**src/rtl/tm_pkg.sv**
```systemverilog
// Shared definitions for the master-side credit traffic manager.
//   TM_ORDERED / TM_UNORDERED : values for the ORDERED parameter
//   tm_pack_entry             : builds a FIFO entry {data, vc, dest, slave}
package tm_pkg;

  localparam int TM_ORDERED   = 1;
  localparam int TM_UNORDERED = 0;

  // Widest entry the packing helper can build. Callers zero-extend each
  // field to this width and cast the result back to their entry width.
  localparam int TM_PACK_W = 128;

  function automatic logic [TM_PACK_W-1:0] tm_pack_entry(
    input logic [TM_PACK_W-1:0] data,
    input logic [TM_PACK_W-1:0] vc,
    input logic [TM_PACK_W-1:0] dest,
    input logic [TM_PACK_W-1:0] slave,
    input int                   vc_w,
    input int                   dest_w,
    input int                   slave_w
  );
    return (data << (vc_w + dest_w + slave_w)) |
           (vc   << (dest_w + slave_w))         |
           (dest << slave_w)                    |
           slave;
  endfunction

endpackage

```
**src/rtl/tm_sync_fifo.sv**
```systemverilog
// Synchronous FIFO with registered count and wrapping pointers.
//   push/din    : write an entry (ignored when full)
//   pop         : drop the head entry (ignored when empty)
//   head        : entry at the read pointer
//   count       : number of stored entries
//   full/empty  : derived from count
// DEPTH must be a power of 2 so the pointers wrap naturally.
module tm_sync_fifo #(
  parameter int WIDTH = 8,
  parameter int DEPTH = 4,
  parameter int CNT_W = $clog2(DEPTH + 1)
) (
  input  logic             clk,
  input  logic             rst,
  input  logic             push,
  input  logic [WIDTH-1:0] din,
  input  logic             pop,
  output logic [WIDTH-1:0] head,
  output logic [CNT_W-1:0] count,
  output logic             full,
  output logic             empty
);

  localparam int PTR_W = $clog2(DEPTH);

  logic [WIDTH-1:0] mem [DEPTH];
  logic [PTR_W-1:0] wr_ptr;
  logic [PTR_W-1:0] rd_ptr;
  logic             push_ok;
  logic             pop_ok;

  assign full    = (count == CNT_W'(DEPTH));
  assign empty   = (count == '0);
  assign push_ok = push & ~full;
  assign pop_ok  = pop & ~empty;
  assign head    = mem[rd_ptr];

  always_ff @(posedge clk) begin
    if (rst) begin
      wr_ptr <= '0;
      rd_ptr <= '0;
      count  <= '0;
    end else begin
      if (push_ok) wr_ptr <= wr_ptr + PTR_W'(1);
      if (pop_ok)  rd_ptr <= rd_ptr + PTR_W'(1);
      if (push_ok && !pop_ok)      count <= count + CNT_W'(1);
      else if (pop_ok && !push_ok) count <= count - CNT_W'(1);
    end
  end

  // Storage is not reset; the count alone decides what is valid.
  always_ff @(posedge clk) begin
    if (push_ok) mem[wr_ptr] <= din;
  end

endmodule

```
**src/rtl/tm_master_multislave_pc.sv**
```systemverilog
// Credit-based traffic manager between a master bundle and the NoC send port.
//   send_*_in        : request from the master (accepted when send_ready_out)
//   send_slave_in    : slave index whose credit pool the request consumes
//   send_*_out       : registered one-cycle flit towards the NoC
//   send_ready_in    : NoC accepts a flit this cycle
//   receive_valid/receive_slave : reply returned, gives back one credit
//   outstanding_total: sum of all per-slave counters
//   credit_err       : sticky; return underflow or illegal slave index
module tm_master_multislave_pc
  import tm_pkg::*;
#(
  parameter int NUM_SLAVES       = 4,
  parameter int NUM_CREDITS      = 8,
  parameter int ADDRESS_WIDTH    = 4,
  parameter int VC_ADDRESS_WIDTH = 2,
  parameter int WIDTH_DATA       = 36,
  parameter int FIFO_DEPTH       = 4,
  parameter int ORDERED          = TM_ORDERED,
  parameter int SLAVE_W          = $clog2(NUM_SLAVES)
) (
  input  logic                        clk,
  input  logic                        rst,
  input  logic                        send_valid_in,
  output logic                        send_ready_out,
  input  logic [WIDTH_DATA-1:0]       send_data_in,
  input  logic [ADDRESS_WIDTH-1:0]    send_dest_in,
  input  logic [VC_ADDRESS_WIDTH-1:0] send_vc_in,
  input  logic [SLAVE_W-1:0]          send_slave_in,
  output logic                        send_valid_out,
  output logic [WIDTH_DATA-1:0]       send_data_out,
  output logic [ADDRESS_WIDTH-1:0]    send_dest_out,
  output logic [VC_ADDRESS_WIDTH-1:0] send_vc_out,
  input  logic                        send_ready_in,
  input  logic                        receive_valid,
  input  logic [SLAVE_W-1:0]          receive_slave,
  output logic [$clog2(NUM_SLAVES*NUM_CREDITS+1)-1:0] outstanding_total,
  output logic                        credit_err
);

  localparam int CNT_W   = $clog2(NUM_CREDITS + 1);
  localparam int TOT_W   = $clog2(NUM_SLAVES * NUM_CREDITS + 1);
  localparam int DST_W   = VC_ADDRESS_WIDTH + ADDRESS_WIDTH;
  localparam int ENTRY_W = WIDTH_DATA + DST_W + SLAVE_W;
  localparam int FCNT_W  = $clog2(FIFO_DEPTH + 1);

  localparam logic [SLAVE_W:0] NS_LIM   = (SLAVE_W + 1)'(NUM_SLAVES);
  localparam logic [CNT_W-1:0] CRED_MAX = CNT_W'(NUM_CREDITS);

  logic [ENTRY_W-1:0]          fifo_din;
  logic [ENTRY_W-1:0]          head;
  logic [FCNT_W-1:0]           fifo_count;
  logic                        fifo_full;
  logic                        fifo_empty;
  logic                        push;

  logic [SLAVE_W-1:0]          head_slave;
  logic [ADDRESS_WIDTH-1:0]    head_dest;
  logic [VC_ADDRESS_WIDTH-1:0] head_vc;
  logic [WIDTH_DATA-1:0]       head_data;

  logic [CNT_W-1:0]            cnt [NUM_SLAVES];
  logic [DST_W-1:0]            last_dst;

  logic                        head_idx_ok;
  logic                        rx_idx_ok;
  logic [CNT_W-1:0]            head_cnt;
  logic [CNT_W-1:0]            rx_cnt;
  logic                        order_ok;
  logic                        launch;
  logic                        ret_ok;
  logic                        err_evt;
  logic [NUM_SLAVES-1:0]       inc_vec;
  logic [NUM_SLAVES-1:0]       dec_vec;

  assign fifo_din = ENTRY_W'(tm_pack_entry(TM_PACK_W'(send_data_in), TM_PACK_W'(send_vc_in),
                                           TM_PACK_W'(send_dest_in), TM_PACK_W'(send_slave_in),
                                           VC_ADDRESS_WIDTH, ADDRESS_WIDTH, SLAVE_W));

  assign send_ready_out = (fifo_count != FCNT_W'(FIFO_DEPTH));
  assign push           = send_valid_in & ~fifo_full;

  tm_sync_fifo #(
    .WIDTH (ENTRY_W),
    .DEPTH (FIFO_DEPTH),
    .CNT_W (FCNT_W)
  ) u_fifo (
    .clk   (clk),
    .rst   (rst),
    .push  (push),
    .din   (fifo_din),
    .pop   (launch),
    .head  (head),
    .count (fifo_count),
    .full  (fifo_full),
    .empty (fifo_empty)
  );

  assign head_slave = head[SLAVE_W-1:0];
  assign head_dest  = head[SLAVE_W +: ADDRESS_WIDTH];
  assign head_vc    = head[SLAVE_W + ADDRESS_WIDTH +: VC_ADDRESS_WIDTH];
  assign head_data  = head[ENTRY_W-1 -: WIDTH_DATA];

  // Eligibility and credit returns look only at registered counters, so a
  // return never opens a launch in the same cycle.
  always_comb begin
    head_idx_ok = ({1'b0, head_slave} < NS_LIM);
    rx_idx_ok   = ({1'b0, receive_slave} < NS_LIM);
    head_cnt    = head_idx_ok ? cnt[head_slave] : '0;
    rx_cnt      = rx_idx_ok ? cnt[receive_slave] : '0;
    order_ok    = (ORDERED == TM_UNORDERED) ||
                  ({head_vc, head_dest} == last_dst) ||
                  (outstanding_total == '0);
    launch      = !fifo_empty && send_ready_in && head_idx_ok &&
                  (head_cnt < CRED_MAX) && order_ok;
    ret_ok      = receive_valid && rx_idx_ok && (rx_cnt != '0);
    // A head with an illegal slave index never launches and flags forever.
    err_evt     = (receive_valid && !ret_ok) || (!fifo_empty && !head_idx_ok);
    inc_vec     = '0;
    dec_vec     = '0;
    for (int s = 0; s < NUM_SLAVES; s++) begin
      inc_vec[s] = launch && (head_slave == SLAVE_W'(s));
      dec_vec[s] = ret_ok && (receive_slave == SLAVE_W'(s));
    end
  end

  always_ff @(posedge clk) begin
    if (rst) begin
      send_valid_out    <= 1'b0;
      send_data_out     <= '0;
      send_dest_out     <= '0;
      send_vc_out       <= '0;
      last_dst          <= '0;
      outstanding_total <= '0;
      credit_err        <= 1'b0;
      for (int s = 0; s < NUM_SLAVES; s++) cnt[s] <= '0;
    end else begin
      send_valid_out <= launch;
      send_data_out  <= launch ? head_data : '0;
      send_dest_out  <= launch ? head_dest : '0;
      send_vc_out    <= launch ? head_vc   : '0;
      if (launch) last_dst <= {head_vc, head_dest};
      for (int s = 0; s < NUM_SLAVES; s++) begin
        if (inc_vec[s] && !dec_vec[s])      cnt[s] <= cnt[s] + CNT_W'(1);
        else if (dec_vec[s] && !inc_vec[s]) cnt[s] <= cnt[s] - CNT_W'(1);
      end
      if (launch && !ret_ok)      outstanding_total <= outstanding_total + TOT_W'(1);
      else if (ret_ok && !launch) outstanding_total <= outstanding_total - TOT_W'(1);
      if (err_evt) credit_err <= 1'b1;
    end
  end

endmodule

```
**config.mk**
```make
export PLATFORM = sky130hd
export DESIGN_NAME = tm_master_multislave_pc
export DESIGN_NICKNAME = d
export VERILOG_FILES = /design/src/rtl/tm_pkg.sv /design/src/rtl/tm_sync_fifo.sv /design/src/rtl/tm_master_multislave_pc.sv
export SDC_FILE = /design/constraint.sdc
export NUM_CORES = 1
export LEC_CHECK = 0
export ABC_AREA = 0
export ABC_CLOCK_PERIOD_IN_PS = 11250
export CORE_UTILIZATION = 30
export CTS_CLUSTER_DIAMETER = 120
export CTS_CLUSTER_SIZE = 24
export DETAILED_ROUTE_END_ITERATION = 8
export MAX_ROUTING_LAYER = met4
export PLACE_DENSITY = 0.49
export SETUP_SLACK_MARGIN = 0.3
export SLEW_MARGIN = 20
export SYNTH_ARGS = -nofsm -noshare
export SYNTH_HDL_FRONTEND = slang
export SYNTH_SLANG_ARGS = --single-unit
```
**constraint.sdc**
```tcl
create_clock -name clk -period 11.25 [get_ports clk]
set_input_delay 2.8125 -clock clk [delete_from_list [all_inputs] [get_ports clk]]
set_output_delay 2.8125 -clock clk [all_outputs]
set_load 0.1 [all_outputs]
```
==> flow_summary.json, run 1 <==
{
  "finalWorstPathRequiredPeriod_ns": 5.86,
  "detail_route.wl_per_cell_um": 17.8,
  "dominantRegCellSynth": "sky130_fd_sc_hd__edfxtp_1",
  "worst_hold_startpoint": "last_dst[5]",
  "fin_cells": 1139,
  "postSynthNetCount": 659,
  "drc": 0,
  "cts-hold-fix-buffers": 0,
  "worst_path_dominant_cell_family": "compound AO/OA/AOI/OAI gates",
  "max-slew-margin-rel": 0.287,
  "post_synthesis_instance_area_sq_um": 9970,
  "timing.reg2reg.worst_path_depth": 16,
  "initial_standard_cell_utilization_of_the_core": 0.306,
  "slowest_delay_ns": 0.70,
  "timing.critical_path.to_type": "flip-flop",
  "ctsLongestPathBuffers": 3,
  "setup.reg_to_reg.worst_slack_ns": 6.05,
  "asyncSetResetFlopFracSynth": 0,
  "min_period_over_period": 0.521,
  "final_layout_fill_cell_count": 3099,
  "wp_data_required_ns": 11.67,
  "drive_gt1_frac": 0.131,
  "core_area_sq_um": 32600,
  "clk-insertion-delay-late_ns": 0.49,
  "fp-row-count": 66,
  "synth.yosys.warnings": 0,
  "crit_start": "send_ready_in",
  "netlist_instances": 585,
  "final_wirelength_um": 20300,
  "postCtsSetupBuffers": 0,
  "finalClockSkew_ns": 0.0155,
  "worstPathMaxFanout": 13,
  "cp_num_cells": 15,
  "grt_pass1_vias": 5706,
  "crit_path_cell_trace": "clkdlybuf4s50_1, o31ai_1, nor4_1, a31oi_2, nor2_4, ha_1, inv_1, ha_1, a21o_1, a21oi_1, o21bai_1, a21oi_1, xnor2_1, or3_1, a21oi_1",
  "sequential_to_total_area_share_from_yosys_stat": 0.709,
  "grt_start_max_net_pins": 46,
  "numPlacedInstances": 1114,
  "clkSlewWorstSetupHoldPaths_ns": 0.10,
  "synth.distinct_cells": 54,
  "dp_hpwl_um": 12100,
  "avgViaCountPerCell": 4.55,
  "holdWs_ns": 0.512,
  "drt.antenna.violating_nets": 0,
  "port-buffer-count": 101,
  "hold_violations": 0,
  "layout.area.seq_sq_um": 7070,
  "synth_edf_count": 192,
  "peakVddDrop_v": 0.000126,
  "drt_iter0_drc": 196,
  "cap_violations": 0,
  "totalNegativeSetupSlack_ns": 0,
  "total_leakage_power_uw": 0.00397,
  "max_slew.worst_pin.slew_ns": 1.07,
  "grt_first_pass_wirelength_um": 31800,
  "place.gp.congestion": 0.807,
  "ys_seq_elements": 257,
  "path_class": "input pin to flip-flop",
  "outcome": "completed",
  "timing.critical_path.arrival_ns": 6.28,
  "crit_path_frequent_cell": "sky130_fd_sc_hd__a21oi_1",
  "rsz0062_at_grt": "false",
  "kind_of_path_behind_the_tightest_hold_check": "flip-flop to flip-flop",
  "max_freq_ghz": 0.171,
  "cts_root_buf": "sky130_fd_sc_hd__clkbuf_16",
  "r2r_end": "outstanding_total[5]",
  "num_io_pins": 102,
  "power.density_cell_area_nw_per_um2": 202,
  "number_of_antenna_violations_at_the_first_check_in_global_routing": 3,
  "cts-buffers-inserted": 14,
  "finalMaxSlewViolations": 0,
  "syn-mean-instance-area_sq_um": 17.0,
  "die-width_um": 184,
  "worst_setup_path_start_kind": "input pin",
  "tritoncts": "built",
  "design.final.nets": 762,
  "gr-usage-all-layers": 0.127,
  "post_cts_resized": 0,
  "clock_sinks": 257,
  "vias_after_detailed_routing": 5188,
  "area.growth.synth_to_final_pct": 19.5,
  "grt.overflow.total": 0,
  "htree_levels": 1,
  "die_area_sq_um": 34000,
  "multi_input_area_sq_um": 2720,
  "cp_num_buf_inv": 2,
  "cpMaxStageDelayCell": "sky130_fd_sc_hd__a31oi_2",
  "drt-pass1-iter-count": 4,
  "worst_setup_path_endpoint": "outstanding_total[5]",
  "dieHeight_um": 184,
  "report.power.total_uw": 2400,
  "finalSetupViolCount": 0
}
==> placed cells by master (no fill, tap or decap), types with 6 or more instances in the layout <==
| cell type | Yosys | layout |
|---|---|---|
| sky130_fd_sc_hd__mux4_2 | 42 | 42 |
| sky130_fd_sc_hd__nor3_1 | 12 | 12 |
| sky130_fd_sc_hd__buf_4 | 2 | 7 |
| sky130_fd_sc_hd__a21oi_1 | 16 | 16 |
| sky130_fd_sc_hd__or3_1 | 6 | 6 |
| sky130_fd_sc_hd__clkbuf_16 | 0 | 15 |
| sky130_fd_sc_hd__xor2_1 | 14 | 14 |
| sky130_fd_sc_hd__and2_1 | 44 | 44 |
| sky130_fd_sc_hd__nor2_1 | 30 | 30 |
| sky130_fd_sc_hd__dfxtp_1 | 65 | 63 |
| sky130_fd_sc_hd__ha_1 | 18 | 18 |
| sky130_fd_sc_hd__o21ai_0 | 7 | 7 |
| sky130_fd_sc_hd__mux2i_1 | 8 | 8 |
| sky130_fd_sc_hd__xnor2_1 | 9 | 9 |
| sky130_fd_sc_hd__edfxtp_1 | 192 | 192 |
| sky130_fd_sc_hd__clkdlybuf4s50_1 | 0 | 101 |
| sky130_fd_sc_hd__inv_1 | 21 | 21 |
| sky130_fd_sc_hd__nand2_1 | 14 | 14 |
| sky130_fd_sc_hd__a21o_1 | 6 | 6 |
==> sequential cells by signal, summed over array words and instances, names as in the netlist, 3 cells and up, named ones only <==
signal / flops
send_dest_out: 4
outstanding_total: 6
send_data_out: 36
u_fifo.mem: 176
cnt: 16
u_fifo.count: 3
last_dst: 6
==> synth_stat cells (all sizes together), types with 12 or more instances <==
| cell | count | share of area |
|---|---|---|
| edfxtp | 192 | 0.58 |
| ha | 18 | 0.023 |
| nor2 | 31 | 0.012 |
| and2 | 44 | 0.028 |
| nor3 | 13 | 0.0077 |
| mux4 | 42 | 0.095 |
| dfxtp | 65 | 0.13 |
| xor2 | 15 | 0.014 |
| inv | 23 | 0.0087 |
| nand2 | 15 | 0.0059 |
| a21oi | 17 | 0.0089 |
| clkbuf | 12 | 0.0045 |
==> tightest hold or removal path, cell delays in order (launching register included) <==
cell and delay [ns]:
sky130_fd_sc_hd__dfxtp_1 0.33, sky130_fd_sc_hd__o21ai_0 0.08, sky130_fd_sc_hd__a21oi_1 0.07
==> how the worst min path moves through the flow <==
stage / endpoint / slack, ns / cells after the start
3_5_place_dp: last_dst[2] / 0.49 / 2
3_3_place_gp: u_fifo.count[2] / 0.48 / 2
6_report: last_dst[5] / 0.51 / 2
2_1_floorplan: last_dst[2] / 0.47 / 2
4_1_cts: last_dst[2] / 0.51 / 2
5_1_grt: last_dst[0] / 0.53 / 1
==> metrics by stage <==
step | utilization | setup slack, ns | instance area, sq um
floorplan | - | 5.84 | 9970
global placement | 0.352 | 4.99 | 11500
detailed placement | 0.352 | 4.87 | 11500
CTS | 0.365 | 5.37 | 11900
global route | 0.365 | 5.08 | 11900
finish | 0.365 | 5.39 | 11900
==> kinds of logic after synthesis <==
kind of cell	Yosys count	share of synthesized area
fa+ha+maj	23	0.0326
simple gates	136	0.0776
xor+xnor	24	0.0218
mux	54	0.108
buf+inv	44	0.0188
flops	257	0.709
compound gates	47	0.0324
==> power by group <==
part           total (uW)  leakage, uW  internal [uW]  switching (uW)
logic                 654      0.00146            238             417
clock network         546     0.000202            254             292
registers            1200      0.00231           1140            59.7
==> layout make-up <==
| type | instances | area share |
|---|---|---|
| inverters | 23 | 0.00725 |
| diodes | 3 | 0.000630 |
| multi-input cells | 284 | 0.228 |
| clock inverters | 1 | 0.000525 |
| repair buffers | 108 | 0.0893 |
| flip-flops and latches | 257 | 0.594 |
| well taps | 442 | 0.0464 |
| clock buffers | 21 | 0.0342 |
==> routing by layer <==
layer  share of wire  GRT usage
met1            0.42      0.147
met2            0.50      0.221
met3           0.057     0.0310
met4           0.019     0.0283
met5               0          -
Note: power is estimated with default switching activity, not from simulation.
==> run 2, diff against run 1 <==
--- a/config.mk
+++ b/config.mk
@@ -6,13 +6,13 @@
 export NUM_CORES = 1
 export LEC_CHECK = 0
 export ABC_AREA = 0
-export ABC_CLOCK_PERIOD_IN_PS = 11250
+export ABC_CLOCK_PERIOD_IN_PS = 5200
 export CORE_UTILIZATION = 30
 export CTS_CLUSTER_DIAMETER = 120
 export CTS_CLUSTER_SIZE = 24
 export DETAILED_ROUTE_END_ITERATION = 8
 export MAX_ROUTING_LAYER = met4
-export PLACE_DENSITY = 0.49
+export PLACE_DENSITY = 0.5
 export SETUP_SLACK_MARGIN = 0.3
 export SLEW_MARGIN = 20
 export SYNTH_ARGS = -nofsm -noshare
==> constraint.sdc (replaced) <==
create_clock -name clk -period 5.2 [get_ports clk]
set_input_delay 1.3 -clock clk [delete_from_list [all_inputs] [get_ports clk]]
set_output_delay 1.3 -clock clk [all_outputs]
set_load 0.1 [all_outputs]
==> flow_summary.json, run 2 (synthesized netlist as in run 1, its figures left out) <==
{
  "placedInstanceArea_sq_um": 11500,
  "design.final.nets": 766,
  "core_area_sq_um": 32600,
  "min_period_over_period": 0.815,
  "cts-hold-fix-buffers": 0,
  "peakVddDrop_v": 0.000239,
  "drive_gt1_frac": 0.134,
  "place.gp.congestion": 0.779,
  "fraction_of_the_core_area_covered_by_cells_at_the_end_of_the_flow": 0.366,
  "ctsLongestPathBuffers": 3,
  "post_cts_resized": 0,
  "detail_route.wl_per_cell_um": 18.1,
  "most-common-layout-cells": "sky130_fd_sc_hd__edfxtp_1 (192), sky130_fd_sc_hd__clkdlybuf4s50_1 (101), sky130_fd_sc_hd__dfxtp_1 (63)",
  "finalWorstPathRequiredPeriod_ns": 4.24,
  "switchingPower_uw": 1680,
  "area.growth.synth_to_final_pct": 19.8,
  "die_area_sq_um": 34000,
  "finalMaxSlewViolations": 0,
  "tritoncts": "built",
  "worst_path_dominant_cell_family": "compound AO/OA/AOI/OAI gates",
  "timing.critical_path.to_type": "flip-flop",
  "clkSlewWorstSetupHoldPaths_ns": 0.10,
  "cts-buffers-inserted": 14,
  "outcome": "completed",
  "die-width_um": 184,
  "cap_violations": 0,
  "worstPathMaxFanout": 5,
  "worst_setup_path_start_kind": "input pin",
  "cp_num_buf_inv": 2,
  "max_slew.worst_pin.slew_ns": 1.03,
  "cpMaxStageDelayCell": "sky130_fd_sc_hd__or4_1",
  "switching_share": 0.322,
  "grt_pass1_vias": 5748,
  "max_freq_ghz": 0.236,
  "clkPwrFrac": 0.227,
  "postCtsSetupBuffers": 0,
  "wp_data_required_ns": 5.61,
  "avgViaCountPerCell": 4.58,
  "totalNegativeSetupSlack_ns": 0,
  "crit_path_frequent_cell": "sky130_fd_sc_hd__a21oi_1",
  "dp_hpwl_um": 13200,
  "layout_top_registers": "u_fifo.mem: 176 flops, send_data_out: 36 flops, cnt: 16 flops",
  "grt_start_max_net_pins": 46,
  "port-buffer-count": 101,
  "final_wirelength_um": 20700,
  "grt.overflow.total": 0,
  "htree_levels": 1,
  "internal_power_of_the_cells_uw": 3530,
  "cts_root_buf": "sky130_fd_sc_hd__clkbuf_16",
  "rsz0062_at_grt": "false",
  "finalClockSkew_ns": 0.0128,
  "post_route_cell_area_sq_um": 11900,
  "kind_of_path_behind_the_tightest_hold_check": "flip-flop to flip-flop",
  "dieHeight_um": 184,
  "total_leakage_power_uw": 0.00399,
  "drt.antenna.violating_nets": 0,
  "max-slew-margin-rel": 0.314,
  "seq_power_share": 0.497,
  "finalSetupViolCount": 0,
  "combinationalPowerShare": 0.276,
  "path_class": "input pin to flip-flop",
  "drt_iter0_drc": 221,
  "num_io_pins": 102,
  "regMostFlops": "u_fifo.mem",
  "vias_after_detailed_routing": 5240,
  "clk-insertion-delay-late_ns": 0.49,
  "power.density_cell_area_nw_per_um2": 436,
  "report.power.total_uw": 5210,
  "grt_first_pass_wirelength_um": 32100,
  "gr-usage-all-layers": 0.128,
  "initial_standard_cell_utilization_of_the_core": 0.306,
  "number_of_antenna_violations_at_the_first_check_in_global_routing": 2,
  "largest_register_ffs": 176,
  "drc": 0,
  "holdWs_ns": 0.502,
  "layout.cells.most_common": "sky130_fd_sc_hd__edfxtp_1",
  "clock_sinks": 257,
  "drt-pass1-iter-count": 4,
  "crit_path_cell_trace": "clkdlybuf4s50_1, or4_1, o21ai_0, mux2i_1, nand2_1, ha_1, inv_1, ha_1, a21o_1, a21oi_1, o21bai_1, a21oi_1, xnor2_1, or3_1, a21oi_1",
  "fp-row-count": 66,
  "hold_violations": 0,
  "timing.critical_path.arrival_ns": 4.64,
  "slowest_delay_ns": 0.51
}
[run 2: area by class of cell]
type	instances	area, sq um
clock inverter	1	8.76
timing repair buffer	112	1090
multi-input combinational	284	2720
fill	3071	20700
antenna	3	7.51
tap	442	553
inverter	23	86.3
clock buffer	23	405
sequential	257	7070
[run 2: per-layer routing]
layer	track usage	up-vias	share of wire
li1	-	2424	-
met3	0.0302	22	0.054
met4	0.0267	0	0.013
met1	0.151	2696	0.42
met5	-	-	0
met2	0.223	98	0.51
[run 2: worst min-delay path: stages (launching register included)]
cell and delay, ns:
sky130_fd_sc_hd__dfxtp_1 0.33, sky130_fd_sc_hd__o21ai_0 0.07, sky130_fd_sc_hd__a21oi_1 0.06
[run 2: through the flow]
step | worst slack, ns | std cells
floorplan | 1.30 | 585
global placement | 0.582 | 1118
detailed placement | 0.480 | 1118
CTS | 0.906 | 1142
global route | 0.633 | 1144
finish | 0.964 | 1145
[run 2: power by group through the flow]
stage,sequential (uW),clock (uW),combinational (uW)
detailed placement,2640,0,1460
global placement,2620,0,1430
global route,2620,1300,1550
floorplan,2950,0,752
finish,2590,1180,1440
CTS,2590,1230,1460
[run 2: path summary, 6_finish.rpt]
| kind | startpoint | endpoint | slack, ns | cells past startpoint |
|---|---|---|---|---|
| worst max-delay path | receive_slave[0] | outstanding_total[5] | 0.96 | 15 |
| worst min-delay path | last_dst[4] | last_dst[4] | 0.50 | 2 |
| worst max register to register | flip-flop | outstanding_total[5] | 0.98 | 16 |
| worst min register to register | last_dst[4] | last_dst[4] | 0.50 | 2 |
==> run 3, diff against run 2 <==
--- a/config.mk
+++ b/config.mk
@@ -6,7 +6,7 @@
 export NUM_CORES = 1
 export LEC_CHECK = 0
 export ABC_AREA = 0
-export ABC_CLOCK_PERIOD_IN_PS = 5200
+export ABC_CLOCK_PERIOD_IN_PS = 3400
 export CORE_UTILIZATION = 30
 export CTS_CLUSTER_DIAMETER = 120
 export CTS_CLUSTER_SIZE = 24
==> constraint.sdc (replaced) <==
create_clock -name clk -period 3.4 [get_ports clk]
set_input_delay 0.85 -clock clk [delete_from_list [all_inputs] [get_ports clk]]
set_output_delay 0.85 -clock clk [all_outputs]
set_load 0.1 [all_outputs]
==> flow_summary.json, run 3 (synthesized netlist as in run 1, its figures left out) <==
{
  "worst_hold_startpoint": "last_dst[4]",
  "regMostFlops": "u_fifo.mem",
  "fraction_of_the_core_area_covered_by_cells_at_the_end_of_the_flow": 0.397,
  "grt_pass1_vias": 6024,
  "detail_route.wl_per_cell_um": 17.7,
  "port-buffer-count": 101,
  "clkPwrFrac": 0.215,
  "peakVddDrop_v": 0.000305,
  "internal_power_of_the_cells_uw": 5820,
  "avgViaCountPerCell": 4.52,
  "core_area_sq_um": 32600,
  "drt_iter0_drc": 226,
  "drt-pass1-iter-count": 5,
  "drc": 0,
  "r2r_end": "cnt[1][3]",
  "cap_violations": 0,
  "totalNegativeSetupSlack_ns": -0.526,
  "clkSlewWorstSetupHoldPaths_ns": 0.10,
  "seq_power_share": 0.460,
  "die-width_um": 184,
  "min_period_over_period": 1.04,
  "dp_hpwl_um": 13400,
  "global_route.usage.met1": 0.153,
  "max_freq_ghz": 0.282,
  "vias_after_detailed_routing": 5527,
  "setup_ws_ns": -0.144,
  "cts-hold-fix-buffers": 0,
  "total_leakage_power_uw": 0.00458,
  "timing.critical_path.to_type": "flip-flop",
  "place.gp.congestion": 0.796,
  "grt_first_pass_wirelength_um": 33400,
  "timing.reg2reg.worst_path_depth": 16,
  "switching_share": 0.322,
  "finalClockSkew_ns": 0.0139,
  "wp_data_required_ns": 3.73,
  "detailedPlace.worstSlack_ns": -0.717,
  "layout.cells.most_common": "sky130_fd_sc_hd__edfxtp_1",
  "drive_gt1_frac": 0.355,
  "worst_setup_path_start_kind": "flip-flop",
  "area.growth.synth_to_final_pct": 29.9,
  "grt-busiest-layer": "met2",
  "violations": "setup timing",
  "most-common-layout-cells": "sky130_fd_sc_hd__edfxtp_1 (192), sky130_fd_sc_hd__buf_4 (121), sky130_fd_sc_hd__dfxtp_1 (62)",
  "kind_of_path_behind_the_tightest_hold_check": "flip-flop to flip-flop",
  "rsz0062_at_grt": "true",
  "die_area_sq_um": 34000,
  "grt.overflow.total": 0,
  "post_route_cell_area_sq_um": 12900,
  "placedInstanceArea_sq_um": 11900,
  "largest_register_ffs": 176,
  "cts_root_buf": "sky130_fd_sc_hd__clkbuf_16",
  "dieHeight_um": 184,
  "outcome": "finished with violations",
  "switchingPower_uw": 2770,
  "max-slew-margin-rel": 0.668,
  "fp-row-count": 66,
  "number_of_antenna_violations_at_the_first_check_in_global_routing": 1,
  "tritoncts": "built",
  "finalMaxSlewViolations": 0,
  "clock_sinks": 257,
  "design.final.nets": 844,
  "cts-buffers-inserted": 14,
  "path_class": "flip-flop to flip-flop",
  "holdWs_ns": 0.494,
  "clk-insertion-delay-late_ns": 0.49,
  "hold_violations": 0,
  "grtUsageMet3": 0.0207,
  "setup.reg_to_reg.worst_slack_ns": -0.14,
  "final_wirelength_um": 21600,
  "power.density_cell_area_nw_per_um2": 664,
  "max_slew.worst_pin.slew_ns": 0.492,
  "grtUsageMet2": 0.244,
  "finalSetupViolCount": 6,
  "drt.antenna.violating_nets": 0,
  "ctsLongestPathBuffers": 3,
  "timing.critical_path.arrival_ns": 3.87,
  "layout_top_registers": "u_fifo.mem: 176 flops, send_data_out: 36 flops, cnt: 16 flops",
  "hold_end": "last_dst[4]",
  "holdPathStages": 2,
  "worstPathMaxFanout": 7,
  "initial_standard_cell_utilization_of_the_core": 0.306,
  "gr-usage-all-layers": 0.133,
  "combinationalPowerShare": 0.325,
  "htree_levels": 1,
  "finalWorstPathRequiredPeriod_ns": 3.54,
  "num_io_pins": 102,
  "grt_start_max_net_pins": 45
}
-- run 3: cell count changes in the layout (fill, tap and decap cells not counted), sizes merged --
cell	previous run	this run
diode	3	2
buf	11	140
clkdlybuf4s50	101	50
-- run 3: stage by stage --
stage	power, uW	instances
after floorplan	5670	585
after CTS	8560	1207
after global placement	6390	1167
after global routing	9010	1221
after detailed placement	6480	1167
final	8590	1222
-- run 3: what timing repair did --
item,4_1_cts,5_1_grt
setup buffers,16,13
gates resized for setup,35,43
endpoints found under the setup margin,29,30
endpoints found under the hold margin,0,0
pin swaps,40,23
-- run 3: worst max-delay path by stage --
stage / startpoint / end / slack (ns) / cells past startpoint
finish: flip-flop / cnt[1][3] / -0.14 / 16
global route: flip-flop / cnt[1][3] / -0.25 / 16
CTS: flip-flop / outstanding_total[5] / -0.12 / 15
detailed placement: receive_slave[0] / outstanding_total[5] / -0.72 / 15
global placement: receive_slave[0] / outstanding_total[5] / -0.55 / 15
floorplan: flip-flop / outstanding_total[5] / -0.01 / 16
-- run 3: area by class of cell --
type | count | area [sq um]
Antenna cell | 2 | 5.00
Clock buffer | 23 | 427
Clock inverter | 1 | 5.00
Fill cell | 3002 | 19700
Inverter | 23 | 93.8
Multi-Input combinational cell | 284 | 3110
Sequential cell | 257 | 7070
Tap cell | 442 | 553
Timing Repair Buffer | 190 | 1680
-- run 3: routing by layer --
layer  wire length [um]  vias to the layer above  share of wire
met3                784                       23          0.036
met1               8800                     2841           0.41
li1                   -                     2571              -
met5                  0                        -              0
met4                366                        0          0.017
met2              11600                       92           0.54
-- run 3: power by group through the flow --
| stage | registers [uW] | clock network [uW] | logic, uW |
|---|---|---|---|
| final | 3950 | 1850 | 2790 |
| after floorplan | 4510 | 0 | 1160 |
| after CTS | 3950 | 1930 | 2670 |
| after global placement | 4000 | 0 | 2390 |
| after global routing | 3990 | 2040 | 2990 |
| after detailed placement | 4030 | 0 | 2450 |
-- run 3: critical path, cell delays in order (launching register included) --
cell and delay, ns:
sky130_fd_sc_hd__dfxtp_4 0.41, sky130_fd_sc_hd__buf_4 0.12, sky130_fd_sc_hd__mux4_2 0.54, sky130_fd_sc_hd__xor2_2 0.18, sky130_fd_sc_hd__nor4_4 0.30, sky130_fd_sc_hd__a31oi_4 0.16
sky130_fd_sc_hd__buf_4 0.17, sky130_fd_sc_hd__buf_6 0.11, sky130_fd_sc_hd__nor3b_4 0.19, sky130_fd_sc_hd__or3_4 0.17, sky130_fd_sc_hd__inv_4 0.04, sky130_fd_sc_hd__ha_4 0.19
sky130_fd_sc_hd__a21o_1 0.18, sky130_fd_sc_hd__a21oi_4 0.15, sky130_fd_sc_hd__xnor2_2 0.13, sky130_fd_sc_hd__nand4_1 0.15, sky130_fd_sc_hd__o22ai_1 0.20
